==> config.mk <==
export PLATFORM = sky130hd
export DESIGN_NAME = booth_multiplier_16
export DESIGN_NICKNAME = d
export VERILOG_FILES = /design/src/rtl/booth_multiplier_16.sv
export SDC_FILE = /design/constraint.sdc
export NUM_CORES = 1
export LEC_CHECK = 0
export ABC_AREA = 0
export CAP_MARGIN = 10
export CELL_PAD_IN_SITES_DETAIL_PLACEMENT = 0
export CELL_PAD_IN_SITES_GLOBAL_PLACEMENT = 1
export CORE_MARGIN = 2
export CORE_UTILIZATION = 35
export CTS_CLUSTER_SIZE = 8
export DETAILED_ROUTE_END_ITERATION = 8
export PLACE_DENSITY_LB_ADDON = 0.1
export SLEW_MARGIN = 20
export SYNTH_ARGS = -nofsm -noshare
export SYNTH_HDL_FRONTEND = slang
export SYNTH_SLANG_ARGS = --single-unit
==> constraint.sdc <==
create_clock -name clk -period 5.3 [get_ports clk]
set_input_delay 1.59 -clock clk [delete_from_list [all_inputs] [get_ports clk]]
set_output_delay 1.59 -clock clk [all_outputs]
set_load 0.1 [all_outputs]
==> src/rtl/booth_multiplier_16.sv <==
`default_nettype none
// ============================================================================
//  Module      : booth_multiplier_16 (with complement_16, carry_select_adder_16)
//  Description : Sequential 16x16 signed radix-2 Booth multiplier. One Booth
//                step per cycle; product valid 16 cycles after start.
//                Optional macro MUL_OF_EN enables the 16-bit overflow flag OF;
//                when undefined, OF is tied to 0.
//  Revision    : 1.0 - initial release
// ============================================================================

// ----------------------------------------------------------------------------
//  complement_16 : 16-bit two's-complement negation
// ----------------------------------------------------------------------------
module complement_16 (
    input  logic [15:0] i_a,
    output logic [15:0] o_neg
);
    assign o_neg = ~i_a + 16'd1;
endmodule

// ----------------------------------------------------------------------------
//  carry_select_adder_16 : four 4-bit blocks, each precomputing both carry-in
//  cases and selecting with the ripple of block carries.
// ----------------------------------------------------------------------------
module carry_select_adder_16 (
    input  logic [15:0] i_a,
    input  logic [15:0] i_b,
    input  logic        i_cin,
    output logic [15:0] o_sum,
    output logic        o_cout
);
    localparam int c_BLK = 4;

    logic [c_BLK:0] w_c;

    assign w_c[0] = i_cin;

    generate
        for (genvar k = 0; k < c_BLK; k++) begin : g_blk
            logic [4:0] w_s0;
            logic [4:0] w_s1;
            assign w_s0 = {1'b0, i_a[4*k +: 4]} + {1'b0, i_b[4*k +: 4]};
            assign w_s1 = {1'b0, i_a[4*k +: 4]} + {1'b0, i_b[4*k +: 4]} + 5'd1;
            assign o_sum[4*k +: 4] = w_c[k] ? w_s1[3:0] : w_s0[3:0];
            assign w_c[k+1]        = w_c[k] ? w_s1[4]   : w_s0[4];
        end
    endgenerate

    assign o_cout = w_c[c_BLK];
endmodule

// ----------------------------------------------------------------------------
//  booth_multiplier_16 : top level
// ----------------------------------------------------------------------------
module booth_multiplier_16 (
    input  logic        clk,
    input  logic        rst_n,
    input  logic        start,
    input  logic [15:0] x,
    input  logic [15:0] y,
    output logic        busy,
    output logic        done,
    output logic [31:0] p,
    output logic        OF
);
    typedef enum logic [1:0] {
        S_IDLE = 2'd0,
        S_CALC = 2'd1,
        S_DONE = 2'd2
    } state_t;

    state_t      r_state;
    logic [16:0] r_m;
    logic [16:0] r_nm;
    logic [16:0] r_a;
    logic [15:0] r_q;
    logic        r_q1;
    logic [4:0]  r_cnt;
    logic        r_busy;
    logic        r_done;
    logic [31:0] r_p;

    logic [15:0] w_neg_x;
    logic [16:0] w_addend;
    logic [15:0] w_sum_lo;
    logic        w_c16;
    logic [16:0] w_sum;
    logic [16:0] w_a_sh;
    logic [15:0] w_q_sh;
    logic [31:0] w_prod;

    // Low 16 bits of -x; bit 16 is fixed up at latch time so -(-32768) = +32768
    complement_16 u_cmp (
        .i_a   (x),
        .o_neg (w_neg_x)
    );

    // Booth recoding of {Q[0], q_1}: 01 adds M, 10 adds -M, else adds zero
    always_comb begin
        w_addend = 17'd0;
        case ({r_q[0], r_q1})
            2'b01:   w_addend = r_m;
            2'b10:   w_addend = r_nm;
            default: w_addend = 17'd0;
        endcase
    end

    carry_select_adder_16 u_add (
        .i_a    (r_a[15:0]),
        .i_b    (w_addend[15:0]),
        .i_cin  (1'b0),
        .o_sum  (w_sum_lo),
        .o_cout (w_c16)
    );

    // Bit 16 of the 17-bit sum; the final carry-out is discarded
    assign w_sum  = {r_a[16] ^ w_addend[16] ^ w_c16, w_sum_lo};

    // Arithmetic right shift of {A, Q, q_1}
    assign w_a_sh = {w_sum[16], w_sum[16:1]};
    assign w_q_sh = {w_sum[0], r_q[15:1]};
    assign w_prod = {w_a_sh[15:0], w_q_sh};

`ifdef MUL_OF_EN
    logic r_of;
    logic w_of_next;
    // Overflow when the upper 17 bits are not a pure sign extension
    assign w_of_next = ~((&w_prod[31:15]) | ~(|w_prod[31:15]));
    assign OF        = r_of;
`else
    assign OF        = 1'b0;
`endif

    // Control FSM and datapath registers; reset wins over start
    always_ff @(posedge clk) begin
        if (!rst_n) begin
            r_state <= S_IDLE;
            r_m     <= 17'd0;
            r_nm    <= 17'd0;
            r_a     <= 17'd0;
            r_q     <= 16'd0;
            r_q1    <= 1'b0;
            r_cnt   <= 5'd0;
            r_busy  <= 1'b0;
            r_done  <= 1'b0;
            r_p     <= 32'd0;
`ifdef MUL_OF_EN
            r_of    <= 1'b0;
`endif
        end else begin
            case (r_state)
                S_IDLE: begin
                    r_done <= 1'b0;
                    if (start) begin
                        r_m     <= {x[15], x};
                        r_nm    <= {~x[15] & (|x), w_neg_x};
                        r_a     <= 17'd0;
                        r_q     <= y;
                        r_q1    <= 1'b0;
                        r_cnt   <= 5'd16;
                        r_busy  <= 1'b1;
                        r_state <= S_CALC;
                    end
                end
                S_CALC: begin
                    r_a   <= w_a_sh;
                    r_q   <= w_q_sh;
                    r_q1  <= r_q[0];
                    r_cnt <= r_cnt - 5'd1;
                    if (r_cnt == 5'd1) begin
                        r_busy  <= 1'b0;
                        r_done  <= 1'b1;
                        r_p     <= w_prod;
`ifdef MUL_OF_EN
                        r_of    <= w_of_next;
`endif
                        r_state <= S_DONE;
                    end
                end
                S_DONE: begin
                    r_done  <= 1'b0;
                    r_state <= S_IDLE;
                end
                default: begin
                    r_state <= S_IDLE;
                end
            endcase
        end
    end

    assign busy = r_busy;
    assign done = r_done;
    assign p    = r_p;

endmodule
`default_nettype wire

==> impl_metrics.toml <==
[clocking]
clkSlewWorstSetupHoldPaths_ns = 0.07
postCtsHoldBufs = 0
clock-sinks = 106
ctsLongestPathBuffers = 2
cts.repair_timing.setup_buffer_count = 0
tritoncts.num_buffers = 9
cts_tree = "built"
cts.htree.levels = 3
clock-root-buffer = "sky130_fd_sc_hd__clkbuf_16"
postCtsResizedCells = 0
clk-insertion-delay-late_ns = 0.35

[yosys]
synth_async_sr_flop_share_pct = 0
number_of_enable_flip_flop_cells_after_synthesis = 0
syn_area_per_cell_um2 = 7.89
yosysMostFrequentCell = "sky130_fd_sc_hd__nand2_1"
synthFlopType = "sky130_fd_sc_hd__dfxtp_1"
synth_cell_types = 53
synth_area_leader_cell = "sky130_fd_sc_hd__dfxtp_1"
yosys-top-cells-area = "sky130_fd_sc_hd__dfxtp_1 (39%), sky130_fd_sc_hd__nand2_1 (9.3%), sky130_fd_sc_hd__ha_1 (5.5%)"
post_synth_instance_area_um2 = 5410
postSynthRegisterBits = 106
area_fraction_of_the_dominant_cell_type_after_synthesis_pct = 39.2
synth_seq_area_share_pct = 39.2
synth.cells.most_frequent = "sky130_fd_sc_hd__nand2_1 (134), sky130_fd_sc_hd__dfxtp_1 (106), sky130_fd_sc_hd__nor2_1 (70), sky130_fd_sc_hd__a21oi_1 (53), sky130_fd_sc_hd__clkbuf_1 (38)"
ys.warnings.count = 0
post_synth_inst_count = 686
syn_nets = 749

[cells_and_area]
layout.filler_cells = 1554
multi_input_logic_area_um2 = 3030
seq_area_um2 = 2120
syn2layout_area_growth_pct = 21.3
n_antenna_cell = 0
final_nets = 793
final_cell_count_no_fill = 923
utilization_pct = 43.4
fin_area_um2 = 6570
final_layout_size_suffix_gt1_share_pct = 4.90

[placement]
hpwl_um = 9720
gpl.final_weighted_congestion = 0.836
preCtsSetupSlack_ns = 0.988
placement.io_buffers = 68
numPlacedInstances = 907
placedInstanceArea_um2 = 6220

[sta]
fmax_ghz = 0.241
sum_neg_setup_slack_ns = 0
post-route-period-util_pct = 78.2
timing.final.hold_violations = 0
transition_time_at_the_pin_with_the_least_slew_margin_ns = 0.988
max_clock_skew_ns = 0.0101
setup_viol = 0
whs_ns = 0.455
worst_relative_slew_slack_pct = 33.9
timing.final.ws_setup_ns = 1.16
final_period_minus_worst_setup_slack_ns = 4.14
slew_violations = 0
unrepaired_setup_endpoints_after_global_routing = "false"

[worst_setup_path]
critPathMaxStageDelay_ns = 0.54
crit-reg2reg-launch = "r_q[0]"
cp-start-kind = "register"
path_max_fanout = 17
ff2ff_setup_slack_ns = 1.16
cp-end-kind = "register"
critical-path-slowest-cell = "sky130_fd_sc_hd__ha_1"
worst-setup-path-type = "register to register"
cp_common_cell = "sky130_fd_sc_hd__ha_1"
required_ns = 5.54
critical_path.cell_chain = "ha_1 > nor2_1 > nor3b_1 > ha_1 > inv_1 > fa_1 > nand2b_1 > a21oi_2 > nor4b_4 > xnor2_1 > or3_1 > and2_1 > a311o_1"
crit_arrival_ns = 4.38
terminus_of_the_critical_flop_to_flop_path = "r_a[12]"
r2r.worst_path.cells = 13

[pwr]
power.density_cell_area_nw_per_um2 = 286
power.total_mw = 1.88
peakVddDrop_mv = 0.132
cellLeakagePower_nw = 2.50

[grt]
track_usage_pct = 17.1
grt_pass1_vias = 4377
antenna_violations_before_repair = 0
grt_max_degree = 47
global_route.overflow_total = 0
wire_length_of_the_first_global_routing_pass_um = 22500

[floorplan]
chipHeight_um = 128
num_io_pins = 70
floorplan.core_area_um2 = 15100
die_area_um2 = 16500
placement_rows = 45
die_width_um = 128
initial_core_util_pct = 35.7

[drt]
drtIter0Drc = 234
dr_total_vias = 4650
postRouteWirelength_um = 13700
number_of_remaining_drc_errors = 0
viasPerCell = 5.04
total_iterations_of_the_first_detailed_routing_run = 4
post_drt_wl_per_cell_um = 14.9
post_detailed_route_count_of_antenna_violating_nets = 0

[flow_run]
cap_violations = 0

[min_path]
hold_path_startpoint = "p[11]"
min_delay_path_depth = 2
timing.hold.worst.class = "register to register"
worst_hold_path.endpoint = "p[11]"

[status]
run_status = "finished, final reports clean"
layer usage:
layer / share of wire, % / track usage [%] / vias to the layer above
li1: - / - / 2448
met1: 52 / 24.5 / 2103
met2: 43 / 26.4 / 89
met3: 4.1 / 2.66 / 10
met4: 1.2 / 5.49 / 0
met5: 0 / 0 / -
registers in the layout, summed over array words and instances, names as in the netlist, 2 cells and up:
| name | flops |
|---|---|
| p | 32 |
| r_a | 16 |
| r_m | 16 |
| r_nm | 16 |
| r_q | 16 |
| r_cnt | 5 |
| r_state | 2 |
final cells by class:
cell class | instances | share of cell area, %
clock buffer | 10 | 3.49
multi-input combinational | 512 | 46.2
clock inverter | 6 | 1.71
timing repair buffer | 78 | 11.4
tap | 188 | 3.58
inverter | 23 | 1.31
sequential | 106 | 32.3
critical path: cells and delay by family, from the launching register on:
family	cells	cell delay [ns]
and+or+nand+nor	6	1.59
xor gates and xnor gates	1	0.21
buffers and inverters	1	0.05
adders and majority gates	3	1.14
DFF	1	0.39
AOI/OAI and AO/OA	2	0.62
cell families (layout without fill, tap and decap cells):
| logic type | Yosys count | in the layout | synth area share (%) |
|---|---|---|---|
| xor+xnor | 30 | 30 | 4.85 |
| buf+inv | 68 | 117 | 4.81 |
| mux | 1 | 1 | 0.185 |
| flops | 106 | 106 | 39.2 |
| fa+ha+maj | 28 | 28 | 7.03 |
| other cells | 1 | 1 | 0.0693 |
| simple gates | 269 | 269 | 22.0 |
| compound gates | 183 | 183 | 21.8 |
cell usage in the layout (no fill, tap or decap), types with 2 or more instances in the layout:
cell / count
sky130_fd_sc_hd__xnor2_1: 16
sky130_fd_sc_hd__or4_1: 3
sky130_fd_sc_hd__and2_1: 14
sky130_fd_sc_hd__clkdlybuf4s50_1: 67
sky130_fd_sc_hd__xor2_1: 14
sky130_fd_sc_hd__nor2_1: 70
sky130_fd_sc_hd__a211oi_1: 9
sky130_fd_sc_hd__a21o_1: 4
sky130_fd_sc_hd__a21oi_1: 53
sky130_fd_sc_hd__clkbuf_16: 9
sky130_fd_sc_hd__bufinv_16: 3
sky130_fd_sc_hd__o21ai_0: 36
sky130_fd_sc_hd__nand2b_1: 2
sky130_fd_sc_hd__a21boi_0: 27
sky130_fd_sc_hd__inv_2: 2
sky130_fd_sc_hd__nand3_1: 10
sky130_fd_sc_hd__a22oi_1: 20
sky130_fd_sc_hd__dfxtp_1: 106
sky130_fd_sc_hd__o221ai_1: 16
sky130_fd_sc_hd__and4_1: 3
sky130_fd_sc_hd__nor2b_1: 3
sky130_fd_sc_hd__inv_1: 21
sky130_fd_sc_hd__nand2_1: 134
sky130_fd_sc_hd__buf_4: 10
sky130_fd_sc_hd__and3_1: 5
sky130_fd_sc_hd__ha_1: 24
sky130_fd_sc_hd__nor3b_1: 3
sky130_fd_sc_hd__or2_2: 5
sky130_fd_sc_hd__o31ai_1: 4
sky130_fd_sc_hd__nand4_1: 2
sky130_fd_sc_hd__fa_1: 4
sky130_fd_sc_hd__nor4_1: 2
sky130_fd_sc_hd__inv_6: 2
sky130_fd_sc_hd__nor3_1: 8
how the worst max path moves through the flow:
stage / start / cells after the start / endpoint
after floorplan: r_q[0] / 17 / r_a[13]
after global placement: r_q[0] / 13 / r_a[12]
after detailed placement: r_q[0] / 14 / p[31]
after CTS: r_q[0] / 14 / r_a[12]
after global routing: r_q[0] / 13 / r_a[12]
final: r_q[0] / 13 / r_a[12]
where the power goes:
part           leakage (nW)  internal, mW  switching (mW)
sequential            0.865         0.835          0.0317
clock                 0.167         0.465           0.307
combinational          1.47        0.0872           0.151
(Power assumes the default switching activity.)
